`src/rtl/spi_gen_pkg.sv`:
```
// ---------------------------------------------------------------------------
// spi_gen_pkg : shared types and normalisation helpers for spi_mstr_gen. Rev 1.0
// ---------------------------------------------------------------------------
`default_nettype none

package spi_gen_pkg;

   typedef enum logic [2:0] {
      IDLE  = 3'd0,
      SETUP = 3'd1,
      SHIFT = 3'd2,
      TRAIL = 3'd3,
      DONE  = 3'd4
   } spi_state_t;

   typedef struct packed {
      logic cpol;
      logic cpha;
   } spi_mode_t;

   // Out-of-range frame widths fall back to the widest frame.
   function automatic int unsigned norm_width(input int unsigned w, input int unsigned max_w);
      return ((w == 32'd0) || (w > max_w)) ? max_w : w;
   endfunction

   function automatic int unsigned norm_div(input int unsigned d);
      return (d == 32'd0) ? 32'd1 : d;
   endfunction

endpackage

`default_nettype wire

```
`src/rtl/spi_clk_gen.sv`:
```
// ---------------------------------------------------------------------------
// spi_clk_gen : SCLK half-period divider, toggle register and edge counter. Rev 1.0
// ---------------------------------------------------------------------------
`default_nettype none

module spi_clk_gen #(
   parameter int DIV_W = 8,
   parameter int TGL_W = 6
) (
   input  logic             clk,
   input  logic             rst,
   input  logic             load,
   input  logic             run,
   input  logic             tgl_en,
   input  logic [DIV_W-1:0] div_in,
   input  logic [TGL_W-1:0] ntog_in,
   input  logic             cpol_in,
   output logic             sclk,
   output logic             tick,
   output logic             tgl,
   output logic             tgl_odd,
   output logic             tgl_last
);

   logic [DIV_W-1:0] div_q;
   logic [DIV_W-1:0] cnt;
   logic [TGL_W-1:0] ntog_q;
   logic [TGL_W-1:0] tcnt;
   logic             sclk_q;

   assign tick     = run && (cnt == DIV_W'(1));
   assign tgl      = tick && tgl_en;
   // Parity and last-flag describe the toggle that fires on the coming edge.
   assign tgl_odd  = ~tcnt[0];
   assign tgl_last = ((tcnt + TGL_W'(1)) == ntog_q);
   assign sclk     = sclk_q;

   always_ff @(posedge clk) begin
      if (rst) begin
         div_q  <= '0;
         cnt    <= '0;
         ntog_q <= '0;
         tcnt   <= '0;
         sclk_q <= 1'b0;
      end else if (load) begin
         div_q  <= div_in;
         cnt    <= div_in;
         ntog_q <= ntog_in;
         tcnt   <= '0;
         sclk_q <= cpol_in;
      end else if (run) begin
         if (cnt == DIV_W'(1)) begin
            cnt <= div_q;
            if (tgl_en) begin
               sclk_q <= ~sclk_q;
               tcnt   <= tcnt + TGL_W'(1);
            end
         end else begin
            cnt <= cnt - DIV_W'(1);
         end
      end
   end

endmodule

`default_nettype wire

```
`src/rtl/spi_mstr_gen.sv`:
```
// ---------------------------------------------------------------------------
// spi_mstr_gen : parametrised SPI master, run-time width, 4 modes, MISO capture. Rev 1.0
// ---------------------------------------------------------------------------
`default_nettype none

module spi_mstr_gen
   import spi_gen_pkg::*;
#(
   parameter int MAX_WIDTH = 16,
   parameter int DIV_W     = 8,
   parameter int CNT_W     = $clog2(MAX_WIDTH) + 1
) (
   input  logic                 clk,
   input  logic                 rst,
   input  logic                 wrt,
   input  logic [MAX_WIDTH-1:0] data_out,
   input  logic [CNT_W-1:0]     width,
   input  logic                 cpol,
   input  logic                 cpha,
   input  logic [DIV_W-1:0]     div,
   input  logic                 hold_ss,
   input  logic                 MISO,
   output logic                 SS_n,
   output logic                 SCLK,
   output logic                 MOSI,
   output logic [MAX_WIDTH-1:0] data_in,
   output logic                 busy,
   output logic                 done
);

   spi_state_t           state, state_nxt;
   spi_mode_t            mode_q, mode_nxt;
   logic                 hold_q;
   logic [MAX_WIDTH-1:0] tx_sh;
   logic [MAX_WIDTH-1:0] rx_sh;
   logic                 ss_n_q, mosi_q, busy_q, done_q;
   logic [MAX_WIDTH-1:0] data_in_q;

   logic                 accept, cg_run, tick, tgl, tgl_odd, tgl_last;
   logic                 do_shift, do_sample;
   logic [CNT_W-1:0]     width_norm;
   logic [DIV_W-1:0]     div_norm;

   assign width_norm = CNT_W'(norm_width(32'(width), MAX_WIDTH));
   assign div_norm   = DIV_W'(norm_div(32'(div)));

   spi_clk_gen #(
      .DIV_W (DIV_W),
      .TGL_W (CNT_W + 1)
   ) u_clk_gen (
      .clk      (clk),
      .rst      (rst),
      .load     (accept),
      .run      (cg_run),
      .tgl_en   (state == SHIFT),
      .div_in   (div_norm),
      .ntog_in  ({width_norm, 1'b0}),
      .cpol_in  (mode_nxt.cpol),
      .sclk     (SCLK),
      .tick     (tick),
      .tgl      (tgl),
      .tgl_odd  (tgl_odd),
      .tgl_last (tgl_last)
   );

   always_comb begin
      state_nxt = state;
      accept    = 1'b0;
      cg_run    = 1'b0;
      mode_nxt  = mode_q;
      case (state)
         IDLE: begin
            if (wrt) begin
               accept        = 1'b1;
               mode_nxt.cpol = cpol;
               mode_nxt.cpha = cpha;
               // A held slave select skips the setup wait.
               state_nxt     = ss_n_q ? SETUP : SHIFT;
            end
         end
         SETUP: begin
            cg_run = 1'b1;
            if (tick) state_nxt = SHIFT;
         end
         SHIFT: begin
            cg_run = 1'b1;
            if (tgl && tgl_last) state_nxt = TRAIL;
         end
         TRAIL: begin
            cg_run = 1'b1;
            if (tick) state_nxt = DONE;
         end
         DONE:    state_nxt = IDLE;
         default: state_nxt = IDLE;
      endcase
   end

   // cpha=0 samples odd toggles and shifts non-final even ones; cpha=1 is the reverse.
   assign do_sample = tgl && (mode_q.cpha ? ~tgl_odd : tgl_odd);
   assign do_shift  = tgl && (mode_q.cpha ? tgl_odd : (~tgl_odd && ~tgl_last));

   always_ff @(posedge clk) begin
      if (rst) begin
         state     <= IDLE;
         mode_q    <= '0;
         hold_q    <= 1'b0;
         tx_sh     <= '0;
         rx_sh     <= '0;
         ss_n_q    <= 1'b1;
         mosi_q    <= 1'b0;
         data_in_q <= '0;
         busy_q    <= 1'b0;
         done_q    <= 1'b0;
      end else begin
         state  <= state_nxt;
         mode_q <= mode_nxt;
         busy_q <= (state_nxt == SETUP) || (state_nxt == SHIFT) || (state_nxt == TRAIL);
         done_q <= (state_nxt == DONE);
         if (accept) begin
            hold_q <= hold_ss;
            // With cpha=1 the first odd toggle re-presents bit 0, so no pre-shift.
            tx_sh  <= cpha ? data_out : (data_out << 1);
            rx_sh  <= '0;
            ss_n_q <= 1'b0;
            mosi_q <= data_out[MAX_WIDTH-1];
         end else if (state_nxt == DONE) begin
            data_in_q <= rx_sh;
            ss_n_q    <= ~hold_q;
            mosi_q    <= 1'b0;
         end else begin
            if (do_shift) begin
               mosi_q <= tx_sh[MAX_WIDTH-1];
               tx_sh  <= tx_sh << 1;
            end
            if (do_sample) rx_sh <= {rx_sh[MAX_WIDTH-2:0], MISO};
         end
      end
   end

   assign SS_n    = ss_n_q;
   assign MOSI    = mosi_q;
   assign data_in = data_in_q;
   assign busy    = busy_q;
   assign done    = done_q;

endmodule

`default_nettype wire

```
`config.mk`:
```
export PLATFORM = sky130hd
export DESIGN_NAME = spi_mstr_gen
export DESIGN_NICKNAME = d
export VERILOG_FILES = /design/src/rtl/spi_gen_pkg.sv /design/src/rtl/spi_clk_gen.sv /design/src/rtl/spi_mstr_gen.sv
export SDC_FILE = /design/constraint.sdc
export NUM_CORES = 1
export LEC_CHECK = 0
export ABC_AREA = 1
export CORE_MARGIN = 1
export CORE_UTILIZATION = 25
export DETAILED_ROUTE_END_ITERATION = 16
export GPL_TIMING_DRIVEN = 1
export PLACE_DENSITY = 0.39
export SETUP_SLACK_MARGIN = 0.5
export SKIP_LAST_GASP = 1
export SYNTH_ARGS = -nofsm -noshare
export SYNTH_HDL_FRONTEND = slang
export SYNTH_SLANG_ARGS = --single-unit
```
`constraint.sdc`:
```
create_clock -name clk -period 3 [get_ports clk]
set_input_delay 0.45 -clock clk [delete_from_list [all_inputs] [get_ports clk]]
set_output_delay 0.45 -clock clk [all_outputs]
set_load 0.05 [all_outputs]
```
==> qor.yml <==
drt:
  drt-total-wl_mm: 10.75
  route.detailed.drc: 0
  wl_met3_um: 539
  antenna_left: 0
  dr_wl_met2_mm: 5.047
  initialDrtViolationCount: 196
  wirelength_met1_mm: 5.058
  num_vias: 3728
  topRoutingLayerUsed: "met4"
  drt_first_pass_iters: 5
  viasPerCell: 4.492
  avgRoutedWirePerCell_um: 12.95
die:
  core.rowCount: 48
  dieArea_mm2: 0.01806
  num_io_pins: 57
  dieHeight_um: 134.4
  fp.dieW_um: 134.4
  start_util_pct: 25.50
  coreArea_mm2: 0.01718
timing:
  maxSlewHeadroom_pct: 56.95
  fin_setup_tns_ps: 0
  worst_slew_pin_slew_ps: 641.1
  max_freq_mhz: 484.1
  rsz0062_at_grt: "false"
  finClkSkew_ps: 6.466
  finalSetupViolCount: 0
  setup_slack_ps: 934.3
  fin_crit_sh_pct: 68.86
  whs_ps: 465.1
  hold_viol: 0
  finalMaxSlewViolations: 0
  min_period_ps: 2066
worst_setup_path:
  startpoint_type: "register"
  slowest_delay_ps: 850
  cp-end-kind: "output port"
  reg2reg_slack_ps: 970
  critical_path_class: "register to output port"
  critical_path.slowest_cell: "clkdlybuf4s50_1"
  crit_arrival_ps: 1620
  crit_required_ps: 2550
  path_cells: "clkdlybuf4s50_1"
  critPathBufInv: 1
  path_max_fanout: 4
  critPathTopFamily: "buffers and inverters"
cts:
  cts_buffers: 9
  cts.path.max_buffers: 2
  htreeDepth: 3
  postCtsSetupRepairBufs: 0
  cts_resized: 0
  cts.sinks: 85
  clk_pin_slew_ps: 70
  cts_tree: "built"
  hold_buffers: 0
  clockRootBuffer: "clkbuf_16"
  clk_latency_ps: 350
global_route:
  grt_usage_pct: 12.60
  gr-total-overflow: 0
  grt_pass1_vias: 3639
  grt_pass1_wl_mm: 17.77
  antenna_found_initial: 0
  grt_max_degree: 50
placement:
  dp_hpwl_mm: 7.403
  routabilityCongestion: 0.7497
  place_inst: 814
  place_ws_ps: 775.2
  portBuffers: 56
logic_synthesis:
  synth_fp_nets: 600
  ys.flop_type: "dfxtp_1"
  ys_warn_count: 0
  synth-async-reset-ratio_pct: 0
  ys_seq_elements: 85
  synth_cells: 560
  ys_seq_area_share_pct: 38.85
  synth_edf_count: 0
  synth.distinct_cells: 49
  syn_area_per_cell_um2: 7.822
  synth_area_mm2: 0.004380
finish:
  finalNonFillerCells: 830
  regArea_mm2: 0.001702
  drive_gt1_share_pct: 16.53
  multi_input_area_mm2: 0.002146
  fillers: 1845
  postLayoutCoreUtil_pct: 31.29
  antennaDiodeCount: 0
  finalNetCount: 640
  area_delta_synth_final_pct: 22.68
status:
  outcome: "finished clean"
power:
  vdd_drop_max_uv: 305.9
  power_density_mw_per_mm2: 639.6
  p_leak_nw: 2.168
run:
  maxCapViolCount: 0
hold_path:
  hp-class: "register to register"
[per-stage QoR]
step | area, um2 | power, mW
floorplan | 4380 | 2.016
global placement | 5047 | 2.238
detailed placement | 5047 | 2.238
CTS | 5374 | 3.496
global route | 5374 | 3.647
finish | 5374 | 3.437
[metal layers]
metal | global-route usage [%] | up-vias
li1 | - | 1951
met1 | 14.92 | 1711
met2 | 20.98 | 59
met3 | 4.535 | 7
met4 | 4.307 | 0
met5 | 0 | -
[state kept, by name, indices dropped and copies added, names as in the netlist, 3 cells and up]
name,flops
u_clk_gen.tcnt,6
u_clk_gen.cnt,8
tx_sh,16
data_in,16
u_clk_gen.ntog_q,5
rx_sh,16
u_clk_gen.div_q,8
state,3
[where the power goes]
| group | switching, mW | total (mW) | leakage [nW] | internal [mW] |
|---|---|---|---|---|
| Combinational | 0.544 | 0.890 | 1.32 | 0.346 |
| Sequential | 0.0757 | 1.32 | 0.694 | 1.24 |
| Clock | 0.475 | 1.23 | 0.152 | 0.754 |
[layout by cell type, fill, tap and decap left out, types with 5 or more instances in the layout]
cell type / count
inv_1: 69
dfxtp_1: 85
clkbuf_16: 9
nor3_1: 7
o21ai_0: 57
nand3_2: 19
clkdlybuf4s50_1: 56
nand3_1: 16
a31oi_1: 9
nor2_1: 27
inv_2: 7
a21oi_2: 15
a21oi_1: 45
buf_4: 5
nor2_2: 15
o21ai_1: 12
o211ai_1: 19
nand2_1: 75
o22ai_1: 7
[Yosys cell counts, drive strengths merged (2+ instances only)]
master | n | area (um2)
nand2 | 83 | 357.8
clkbuf | 9 | 45.04
o22ai | 7 | 43.79
nand4 | 4 | 31.28
o21ai | 70 | 354.1
xor2 | 3 | 26.28
o211ai | 19 | 142.6
buf | 24 | 190.2
dfxtp | 85 | 1702
nor3 | 8 | 51.30
a21oi | 60 | 356.6
nand3 | 37 | 305.3
inv | 77 | 291.5
a31oi | 9 | 56.30
clkinv | 2 | 8.750
nor2 | 47 | 269.0
or2 | 2 | 12.51
ha | 4 | 50.05
[kinds of logic (layout without fill, tap and decap cells)]
logic type      count (synthesis)  after routing  synth area share, %
simple gates                  183            183                23.76
compound gates                172            172                23.22
buf+inv                       112            157                12.23
flops                          85             85                38.85
fa+ha+maj                       4              4                1.143
xor+xnor                        4              4               0.7999
[path summary, 6_finish.rpt]
kind,start,endpoint,depth (start not counted)
setup / recovery,SS_n,SS_n,1
hold / removal,u_clk_gen.div_q[1],u_clk_gen.div_q[1],2
setup reg to reg,state[2],tx_sh[15],8
hold reg to reg,u_clk_gen.div_q[1],u_clk_gen.div_q[1],2
[layout make-up]
| cell class | count | share of cell area, % |
|---|---|---|
| Timing Repair Buffer | 62 | 11.50 |
| Sequential cell | 85 | 31.66 |
| Inverter | 79 | 5.588 |
| Clock inverter | 5 | 1.560 |
| Multi-Input combinational cell | 363 | 39.93 |
| Clock buffer | 11 | 4.517 |
| Tap cell | 225 | 5.239 |
Note: power is estimated with default switching activity, not from simulation.
